[config.mk]
export PLATFORM = sky130hd
export DESIGN_NAME = fetch_dec_queue
export DESIGN_NICKNAME = d
export VERILOG_FILES = /design/src/rtl/fetch_dec_queue.sv
export SDC_FILE = /design/constraint.sdc
export NUM_CORES = 1
export LEC_CHECK = 0
export ABC_CLOCK_PERIOD_IN_PS = 6700
export CORE_MARGIN = 10
export CORE_UTILIZATION = 31
export CTS_BUF_LIST = sky130_fd_sc_hd__clkbuf_16
export DETAILED_ROUTE_END_ITERATION = 10
export GPL_TIMING_DRIVEN = 0
export PLACE_DENSITY = 0.5
export SYNTH_ARGS = -nofsm -noshare
export SYNTH_HDL_FRONTEND = slang
export SYNTH_SLANG_ARGS = --single-unit
[constraint.sdc]
create_clock -name clk_i -period 6.7 [get_ports clk_i]
set_clock_uncertainty 0.15 [all_clocks]
set_input_delay 2.01 -clock clk_i [delete_from_list [all_inputs] [get_ports clk_i]]
set_output_delay 2.01 -clock clk_i [all_outputs]
set_load 0.02 [all_outputs]
[src/rtl/fetch_dec_queue.sv]
// Fetch-to-decode instruction buffer: DEPTH-entry in-order FIFO with valid/ready
// on both sides, one-cycle flush on kill, and all-zero bubble fields when empty.
module fetch_dec_queue #(
  parameter int XLEN  = 32,
  parameter int DEPTH = 4,
  parameter int EXC_W = 32
) (
  input  logic                     clk_i,
  input  logic                     rst_i,
  input  logic                     kill_i,
  input  logic                     fetch_valid_i,
  output logic                     fetch_ready_o,
  input  logic [XLEN-1:0]          fetch_instr_i,
  input  logic [XLEN-1:0]          fetch_pc_i,
  input  logic [XLEN-1:0]          fetch_pred_pc_i,
  input  logic                     fetch_prediction_i,
  input  logic                     fetch_taken_i,
  input  logic                     fetch_misaligned_instr_exc_i,
  input  logic                     fetch_instr_fault_exc_i,
  output logic                     dec_valid_o,
  input  logic                     dec_ready_i,
  output logic [XLEN-1:0]          dec_instr_o,
  output logic [XLEN-1:0]          dec_pc_o,
  output logic [XLEN-1:0]          dec_pred_pc_o,
  output logic                     dec_prediction_o,
  output logic                     dec_taken_o,
  output logic [EXC_W-1:0]         dec_exc_bits_o,
  output logic [$clog2(DEPTH):0]   count_o
);

  localparam int PW = $clog2(DEPTH);
  localparam int CW = PW + 1;
  localparam logic [CW-1:0] FULL_COUNT = CW'(DEPTH);

  typedef struct packed {
    logic [XLEN-1:0]  instr;
    logic [XLEN-1:0]  pc;
    logic [XLEN-1:0]  pred_pc;
    logic             prediction;
    logic             taken;
    logic [EXC_W-1:0] exc;
  } entry_t;

  entry_t        mem_q [DEPTH];
  entry_t        push_entry;
  entry_t        head;
  logic [PW-1:0] wr_ptr_q, wr_ptr_d;
  logic [PW-1:0] rd_ptr_q, rd_ptr_d;
  logic [CW-1:0] count_q, count_d;
  logic          push;
  logic          pop;

  // Full/empty come from the occupancy count only, so pointer equality is never ambiguous.
  assign fetch_ready_o = (count_q != FULL_COUNT);
  assign dec_valid_o   = (count_q != '0);
  assign count_o       = count_q;
  assign push          = fetch_valid_i && fetch_ready_o;
  assign pop           = dec_valid_o && dec_ready_i;

  // Exception bits are packed into their architectural positions as the entry is stored.
  always_comb begin
    push_entry            = '0;
    push_entry.instr      = fetch_instr_i;
    push_entry.pc         = fetch_pc_i;
    push_entry.pred_pc    = fetch_pred_pc_i;
    push_entry.prediction = fetch_prediction_i;
    push_entry.taken      = fetch_taken_i;
    push_entry.exc[0]     = fetch_misaligned_instr_exc_i;
    push_entry.exc[12]    = fetch_instr_fault_exc_i;
  end

  always_comb begin
    wr_ptr_d = wr_ptr_q;
    rd_ptr_d = rd_ptr_q;
    count_d  = count_q;
    if (kill_i) begin
      wr_ptr_d = '0;
      rd_ptr_d = '0;
      count_d  = '0;
    end else begin
      if (push) wr_ptr_d = wr_ptr_q + PW'(1);
      if (pop)  rd_ptr_d = rd_ptr_q + PW'(1);
      if (push && !pop)      count_d = count_q + CW'(1);
      else if (pop && !push) count_d = count_q - CW'(1);
    end
  end

  // NOTE: sequential state uses non-blocking assignments so every flop samples pre-edge values.
  always_ff @(posedge clk_i) begin
    if (rst_i) begin
      wr_ptr_q <= '0;
      rd_ptr_q <= '0;
      count_q  <= '0;
    end else begin
      wr_ptr_q <= wr_ptr_d;
      rd_ptr_q <= rd_ptr_d;
      count_q  <= count_d;
    end
  end

  // NOTE: storage has no reset; stale entries are hidden by the empty mask below.
  always_ff @(posedge clk_i) begin
    if (push && !kill_i && !rst_i) mem_q[wr_ptr_q] <= push_entry;
  end

  assign head = mem_q[rd_ptr_q];

  assign dec_instr_o      = dec_valid_o ? head.instr      : '0;
  assign dec_pc_o         = dec_valid_o ? head.pc         : '0;
  assign dec_pred_pc_o    = dec_valid_o ? head.pred_pc    : '0;
  assign dec_prediction_o = dec_valid_o ? head.prediction : 1'b0;
  assign dec_taken_o      = dec_valid_o ? head.taken      : 1'b0;
  assign dec_exc_bits_o   = dec_valid_o ? head.exc        : '0;

endmodule

==> impl_metrics.json, run 1 <==
{
  "cts_tree": "built",
  "clk_pin_slew_worst_paths_ns": 0.06,
  "cp_slowest_cell": "clkbuf_1",
  "setup_viol": 0,
  "hold_path.class": "register to register",
  "crit_family": "buffers and inverters",
  "holdBufCountCts": 0,
  "worstSkewPairLatency_ns": 0.55,
  "synthTopCellsByCount": "edfxtp_1, and2_1, mux4_2",
  "ys.warnings.count": 0,
  "fin_nets": 1116,
  "status": "complete, no violations",
  "start_util_pct": 31.4,
  "row_count": 82,
  "p_leak_nw": 6.52,
  "place_congestion": 0.663,
  "ys_ff_latch": 409,
  "placed_cell_area_sq_mm": 0.0191,
  "final_area_sq_mm": 0.0204,
  "max_freq_mhz": 180,
  "routed_wl_microns": 35700,
  "via_count": 7483,
  "drv_slew": 0,
  "avgViaCountPerCell": 4.39,
  "antenna_left": 0,
  "synth.largest_area_cell": "edfxtp_1",
  "htreeDepth": 2,
  "first_pass_iters": 4,
  "setup_total_negative_slack_ns": 0,
  "async_flop_share_pct": 0,
  "ctsResizeCount": 0,
  "whs_ns": 0.363,
  "grt_pass1_vias": 8389,
  "ys_types": 28,
  "path_buf_inv": 3,
  "grtUsageTotal_pct": 11.8,
  "die-area_sq_mm": 0.0604,
  "path_max_fanout": 10,
  "max_slew_margin_pct": 41.1,
  "drc": 0,
  "worstMarginPinSlew_ns": 0.883,
  "clockBufferDepth": 3,
  "grt.overflow.total": 0,
  "synth_edf_count": 400,
  "postSynthAreaPerCell_sq_um": 22.2,
  "synth-seq-area-share_pct": 77.1,
  "max_cap_violations": 0,
  "grt_max_degree": 47,
  "cts_buffers": 44,
  "synth_area_sq_mm": 0.0158,
  "clock_sinks": 409,
  "endpoint_kind": "primary output",
  "hold_viol": 0,
  "crit_type": "register to primary output",
  "antenna_found_initial": 5,
  "p_per_area_mw_per_mm2": 284,
  "die_h_microns": 246,
  "synth.area.top_cells": "edfxtp_1, mux4_2, and2_1",
  "peakVddDrop_mv": 0.188,
  "dp_hpwl_microns": 23200,
  "cpMostUsedCell": "clkbuf_1",
  "fin_util_pct": 40.5,
  "area_delta_synth_final_pct": 28.8,
  "drive_above_1_share_pct": 21.2,
  "root_buffer": "clkbuf_16",
  "die_x_microns": 246,
  "netlist_instances": 713,
  "cp-start-kind": "register",
  "io_pins": 240,
  "dr.first_iter.drc_count": 332,
  "core_area_sq_mm": 0.0503,
  "rsz0062_at_grt": "no",
  "yosysTopAreaCellShare_pct": 76.0,
  "cpPeakStageDelay_ns": 0.67,
  "postCtsSetupRepairBufs": 0,
  "period_share_pct": 82.7,
  "numPortBuffers": 209,
  "crit_required_ns": 4.54,
  "grt_pass1_wl_microns": 53800,
  "fin_crit_ns": 5.54,
  "post_drt_wl_per_cell_microns": 21.0,
  "cp_cell_sequence": "or3_1, clkbuf_1, clkbuf_1, and2_1, clkdlybuf4s50_1",
  "synth_flop_cell": "edfxtp_1",
  "cp_data_arrival_time_ns": 3.38,
  "yosys.cell_count.top_type": "edfxtp_1"
}
==> area by class of cell <==
cell class / count / area, sq um
diodes: 1 / 2.50
plain buffers: 65 / 449
clock buffers: 45 / 1130
clock inverters: 26 / 166
fillers: 4562 / 29900
inverters: 3 / 11.3
multi-input cells: 265 / 3280
flip-flops and latches: 409 / 12200
well taps: 672 / 841
repair buffers: 217 / 2290
==> worst register-to-register path, delay by kind of cell (launching register included) <==
family / cells / cell delay [ns]
simple gates: 3 / 0.90
buf+inv: 3 / 0.70
flops: 1 / 0.49
==> cell usage in the layout, fill, tap and decap left out, drive strengths merged, types with 2 or more instances in the layout <==
cell type      count
clkdlybuf4s50    209
dfxtp              9
edfxtp           400
or3                2
buf               55
conb              30
and2             101
o31ai              2
xor2               4
bufinv             2
clkinv            13
nand4              2
mux4             100
clkbuf            63
inv               13
nor2               6
and3               4
o21ai              2
ha                 5
==> final timing paths <==
check	startpoint	endpoint	slack (ns)	depth (start not counted)
min reg2reg	wr_ptr_q[0]	wr_ptr_q[0]	0.36	2
max	count_o[0]	dec_pc_o[29]	1.16	5
max reg2reg	count_o[0]	mem_q[0][46]	4.11	6
min	wr_ptr_q[0]	wr_ptr_q[0]	0.36	2
==> routing by layer <==
layer	GRT usage [%]	routed length [microns]
met5	0	54
met4	3.34	755
met3	3.91	2370
met2	19.8	17800
met1	14.3	14800
==> stage by stage <==
stage               setup WS [ns]  instances  total power (W)
finish                       1.16       1703          0.00578
detailed placement           1.50       1631          0.00365
global placement            -1.44       1623          0.00365
CTS                         0.875       1702          0.00589
floorplan                    1.42        742          0.00326
global route                0.849       1703          0.00603
==> sequential cells by signal, summed over array words and instances, names as in the netlist, named ones only <==
name / count
count_o: 3
rd_ptr_q: 2
mem_q: 400
wr_ptr_q: 2
==> power breakdown <==
part | internal, W | switching [W]
Sequential | 0.00284 | 0.0000104
Clock | 0.00128 | 0.000928
Combinational | 0.000342 | 0.000375
Total | 0.00446 | 0.00131
==> logic make-up after synthesis <==
logic type | count (synthesis) | share of synthesized area, %
xor gates and xnor gates | 4 | 0.222
and+or+nand+nor | 118 | 4.61
adders and majority gates | 6 | 0.522
buffers and inverters | 68 | 2.91
DFF | 409 | 77.1
AOI/OAI and AO/OA | 6 | 0.277
other | 1 | 0.0237
muxes | 101 | 14.3
Note: power is estimated with default switching activity, not from simulation.
==> run 2, diff against run 1 <==
Settings changed: ABC_CLOCK_PERIOD_IN_PS 6700 to 5000, PLACE_DENSITY 0.5 to 0.52.
Clock period 6.7 ns to 5 ns, I/O delays scaled along.
==> run 2 against run 1 <==
Combinational power increased by 34%. Clock power increased by 36%. Largest power group unchanged. Clock-buffer cell count up 1. Sequential share of layout area shrank 0.13 points. Highest routed layer unchanged. Flip-flop and latch count stayed put. Total power rose by 35%. Utilization up 0.087 points. Via count up 2.0%. Die area stayed put. Final area is 0.22% higher.
==> impl_metrics.json, run 2 (synthesis results as in run 1) <==
{
  "start_util_pct": 31.4,
  "status": "complete, no violations",
  "grt_use_met2_pct": 19.9,
  "grt_max_degree": 45,
  "fin_nets": 1115,
  "rsz0062_at_grt": "no",
  "die_h_microns": 246,
  "p_int_w": 0.00602,
  "worstSkewPairLatency_ns": 0.54,
  "combPwrFrac_pct": 12.3,
  "seqPwrFrac_pct": 49.1,
  "die_x_microns": 246,
  "layout_common_cells": "edfxtp_1, clkdlybuf4s50_1, mux4_2, and2_1, clkbuf_16",
  "top_register": "mem_q",
  "max_slew_margin_pct": 45.7,
  "p_leak_nw": 6.55,
  "antenna_found_initial": 2,
  "stdcell_count": 1706,
  "max_cap_violations": 0,
  "max_freq_mhz": 211,
  "place_inst": 1631,
  "clockBufferDepth": 3,
  "hold_path.class": "register to register",
  "reg2reg_depth": 5,
  "clk_pin_slew_worst_paths_ns": 0.05,
  "endpoint_kind": "primary output",
  "dp_hpwl_microns": 22900,
  "crit_type": "register to primary output",
  "htreeDepth": 2,
  "via_count": 7635,
  "endpoint": "dec_instr_o[15]",
  "place_congestion": 0.647,
  "first_pass_iters": 4,
  "setup_viol": 0,
  "placed_cell_area_sq_mm": 0.0191,
  "p_per_area_mw_per_mm2": 382,
  "grt_pass1_vias": 8444,
  "fin_crit_ns": 4.73,
  "routed_wl_microns": 35700,
  "swShare_pct": 22.7,
  "grt.overflow.total": 0,
  "holdBufCountCts": 0,
  "grtUsageTotal_pct": 11.8,
  "ff2ff_setup_slack_ns": 2.60,
  "die-area_sq_mm": 0.0604,
  "post-place-ws_ns": 0.121,
  "drive_above_1_share_pct": 21.1,
  "core_area_sq_mm": 0.0503,
  "worstMarginPinSlew_ns": 0.815,
  "setup_ws_ns": 0.271,
  "io_pins": 240,
  "cp-start-kind": "register",
  "largest_reg_flops": 400,
  "gr-usage-met1_pct": 14.3,
  "crit_required_ns": 3.35,
  "switchingPower_w": 0.00177,
  "numPortBuffers": 209,
  "cp_data_arrival_time_ns": 3.08,
  "area_delta_synth_final_pct": 29.1,
  "dr.first_iter.drc_count": 438,
  "grt_pass1_wl_microns": 53800,
  "cts_buffers": 44,
  "root_buffer": "clkbuf_16",
  "clock_sinks": 409,
  "rr_endpoint": "mem_q[2][36]",
  "antenna_cells": 0,
  "antenna_left": 0,
  "cp-startpoint": "count_o[0]",
  "period_share_pct": 94.6,
  "hold_viol": 0,
  "final_common_cell": "edfxtp_1",
  "r2r-start": "count_o[0]",
  "drv_slew": 0,
  "peakVddDrop_mv": 0.251,
  "grtUsageMet3_pct": 3.86,
  "path_max_fanout": 11,
  "post_drt_wl_per_cell_microns": 20.9,
  "top_usage_layer": "met2",
  "clock_power_share_pct": 38.5,
  "row_count": 82,
  "drc": 0,
  "avgViaCountPerCell": 4.48,
  "cts_tree": "built",
  "final_area_sq_mm": 0.0204
}
[run 2: cell count changes in the layout (fill, tap and decap cells not counted)]
cell	change
diode_2	-1
buf_16	+1
or3_1	-1
buf_12	-1
clkinv_1	+3
clkbuf_1	-1
or3_2	+1
inv_6	+1
inv_1	+3
clkbuf_16	+1
clkinv_2	-3
[run 2: worst min path at each step]
stage / slack [ns] / endpoint / cells after the start / startpoint
2_1_floorplan: 0.31 / wr_ptr_q[0] / 2 / wr_ptr_q[0]
3_3_place_gp: 0.33 / wr_ptr_q[0] / 2 / wr_ptr_q[0]
3_5_place_dp: 0.34 / wr_ptr_q[0] / 2 / wr_ptr_q[0]
4_1_cts: 0.35 / wr_ptr_q[0] / 2 / wr_ptr_q[0]
5_1_grt: 0.39 / wr_ptr_q[0] / 2 / wr_ptr_q[0]
6_report: 0.35 / wr_ptr_q[0] / 2 / wr_ptr_q[0]
[run 2: power by group through the flow]
stage	clock, W	sequential (W)	combinational (W)
3_3_place_gp	0	0.00390	0.000982
4_1_cts	0.00311	0.00382	0.000993
2_1_floorplan	0	0.00390	0.000473
3_5_place_dp	0	0.00390	0.000989
5_1_grt	0.00325	0.00383	0.00104
6_report	0.00300	0.00382	0.000961
[run 2: final cells by class]
class	count	area [sq um]
Buffer	64	445
Clock buffer	46	1150
Clock inverter	30	183
Fill cell	4543	29900
Inverter	3	11.3
Multi-Input combinational cell	265	3290
Sequential cell	409	12200
Tap cell	672	841
Timing Repair Buffer	217	2300
[run 2: per-layer routing]
metal | wire [microns] | vias to the layer above
li1 | - | 3412
met1 | 14900 | 3969
met2 | 17800 | 207
met3 | 2330 | 43
met4 | 593 | 4
met5 | 29 | -
[run 2: metrics by stage]
step / power (W) / hold slack, ns / util [%] / setup TNS [ns]
final: 0.00779 / 0.346 / 40.6 / 0
after global routing: 0.00811 / 0.387 / 40.6 / 0
after CTS: 0.00793 / 0.347 / 40.6 / 0
after detailed placement: 0.00489 / 0.340 / 37.9 / 0
after global placement: 0.00489 / 0.334 / 37.5 / -1023.24
after floorplan: 0.00437 / 0.312 / - / 0
[run 2: critical path: stages (launching register included)]
cell             delay, ns
dfxtp_1               0.50
or3_2                 0.47
clkbuf_1              0.58
and2_1                0.32
clkdlybuf4s50_1       0.64
[run 2: what timing repair did]
| action | in CTS | in global routing |
|---|---|---|
| buffers inserted | 0 | 0 |
| gates resized for setup | 1 | 0 |
| setup endpoints to repair | 90 | 0 |
==> run 3, diff against run 2 <==
Settings changed: CAP_MARGIN set to 20.
==> run 3 against run 2 <==
Register-to-register slack barely moved. Final area up 0.59%. Hold slack worse by 0.00074 ns. Clock power rose by 7.0%. Total power increased by 2.7%. Setup slack better by 0.010 ns. Routed wire length up 0.64%. Largest cell class unchanged. Clock-buffer cell count up 3. Highest routed layer unchanged.
==> impl_metrics.json, run 3 (synthesis results as in run 1) <==
{
  "status": "complete, no violations",
  "place_congestion": 0.647,
  "clock_sinks": 409,
  "hold_path.class": "register to register",
  "p_leak_nw": 6.60,
  "max_cap_violations": 0,
  "antenna_left": 0,
  "largest_reg_flops": 400,
  "root_buffer": "clkbuf_16",
  "crit_type": "register to primary output",
  "grtUsageTotal_pct": 11.9,
  "whs_ns": 0.345,
  "die-area_sq_mm": 0.0604,
  "antenna_found_initial": 3,
  "max_freq_mhz": 212,
  "p_per_area_mw_per_mm2": 389,
  "cts_buffers": 46,
  "fin_util_pct": 40.8,
  "peakVddDrop_mv": 0.227,
  "met2WireLength_microns": 17700,
  "post-place-ws_ns": 0.112,
  "final_common_cell": "edfxtp_1",
  "dp_hpwl_microns": 22900,
  "grt_pass1_vias": 8458,
  "path_max_fanout": 11,
  "die_x_microns": 246,
  "drc": 0,
  "endpoint_kind": "primary output",
  "row_count": 82,
  "grt_max_degree": 45,
  "fin_nets": 1117,
  "io_pins": 240,
  "fin_crit_ns": 4.72,
  "worstSkewPairLatency_ns": 0.55,
  "die_h_microns": 246,
  "cp_data_arrival_time_ns": 3.07,
  "htreeDepth": 2,
  "via_count": 7653,
  "routed-wl-met3_microns": 2170,
  "top_layer": "met5",
  "cp-start-kind": "register",
  "grt.overflow.total": 0,
  "max_slew_margin_pct": 47.9,
  "clockBufferDepth": 3,
  "top_register": "mem_q",
  "period_share_pct": 94.4,
  "numPortBuffers": 209,
  "core_area_sq_mm": 0.0503,
  "setup_viol": 0,
  "crit_required_ns": 3.35,
  "clk_pin_slew_worst_paths_ns": 0.05,
  "drive_above_1_share_pct": 21.8,
  "drv_slew": 0,
  "first_pass_iters": 4,
  "dr.first_iter.drc_count": 377,
  "post_drt_wl_per_cell_microns": 20.9,
  "cts_tree": "built",
  "area_delta_synth_final_pct": 29.9,
  "routed_wl_microns": 35900,
  "layout_common_cells": "edfxtp_1, clkdlybuf4s50_1, mux4_2, and2_1, clkbuf_16",
  "grt_pass1_wl_microns": 54100,
  "hold_viol": 0,
  "rsz0062_at_grt": "no",
  "worstMarginPinSlew_ns": 0.781,
  "avgViaCountPerCell": 4.46,
  "setup_ws_ns": 0.282,
  "wl_met1_microns": 15300,
  "start_util_pct": 31.4
}
## run 3: what timing repair did
action	CTS	global route
setup endpoints to repair	90	0
hold buffers	0	0
gates resized for setup	1	0
buffers inserted	0	0
## run 3: final cells by class
class	count	area [sq um]
diodes	1	2.50
plain buffers	64	445
clock buffers	49	1230
clock inverters	34	226
fillers	4543	29700
inverters	3	11.3
multi-input cells	265	3290
flip-flops and latches	409	12200
well taps	672	841
repair buffers	217	2300
## run 3: final timing paths
kind | start | to | slack (ns) | cells past startpoint
setup / recovery | count_o[0] | dec_instr_o[17] | 0.28 | 4
hold / removal | wr_ptr_q[0] | wr_ptr_q[0] | 0.35 | 2
setup reg to reg | count_o[0] | mem_q[2][11] | 2.60 | 5
hold reg to reg | wr_ptr_q[0] | wr_ptr_q[0] | 0.35 | 2
## run 3: stage by stage
step	area, sq um	instances	setup TNS, ns	power (W)
floorplan	15900	742	0	0.00437
global placement	18800	1623	-1023.24	0.00489
detailed placement	19100	1631	0	0.00489
CTS	20500	1713	0	0.00815
global route	20500	1713	0	0.00833
finish	20500	1714	0	0.00799
## run 3: where the power goes
| group | total [W] | internal, W | switching [W] |
|---|---|---|---|
| clock network | 0.00321 | 0.00191 | 0.00130 |
| logic | 0.000961 | 0.000458 | 0.000503 |
| registers | 0.00382 | 0.00381 | 0.0000136 |
| total | 0.00799 | 0.00618 | 0.00182 |
## run 3: metal layers
metal	track usage [%]	vias to the layer above
li1	-	3420
met1	14.8	3979
met2	19.7	194
met3	3.71	54
met4	3.10	6
met5	0	-
## run 3: worst max-delay path, stage by stage (launching register included)
cell and delay (ns):
dfxtp_1 0.50, or3_2 0.47, clkbuf_1 0.57, and2_1 0.30, clkdlybuf4s50_1 0.65
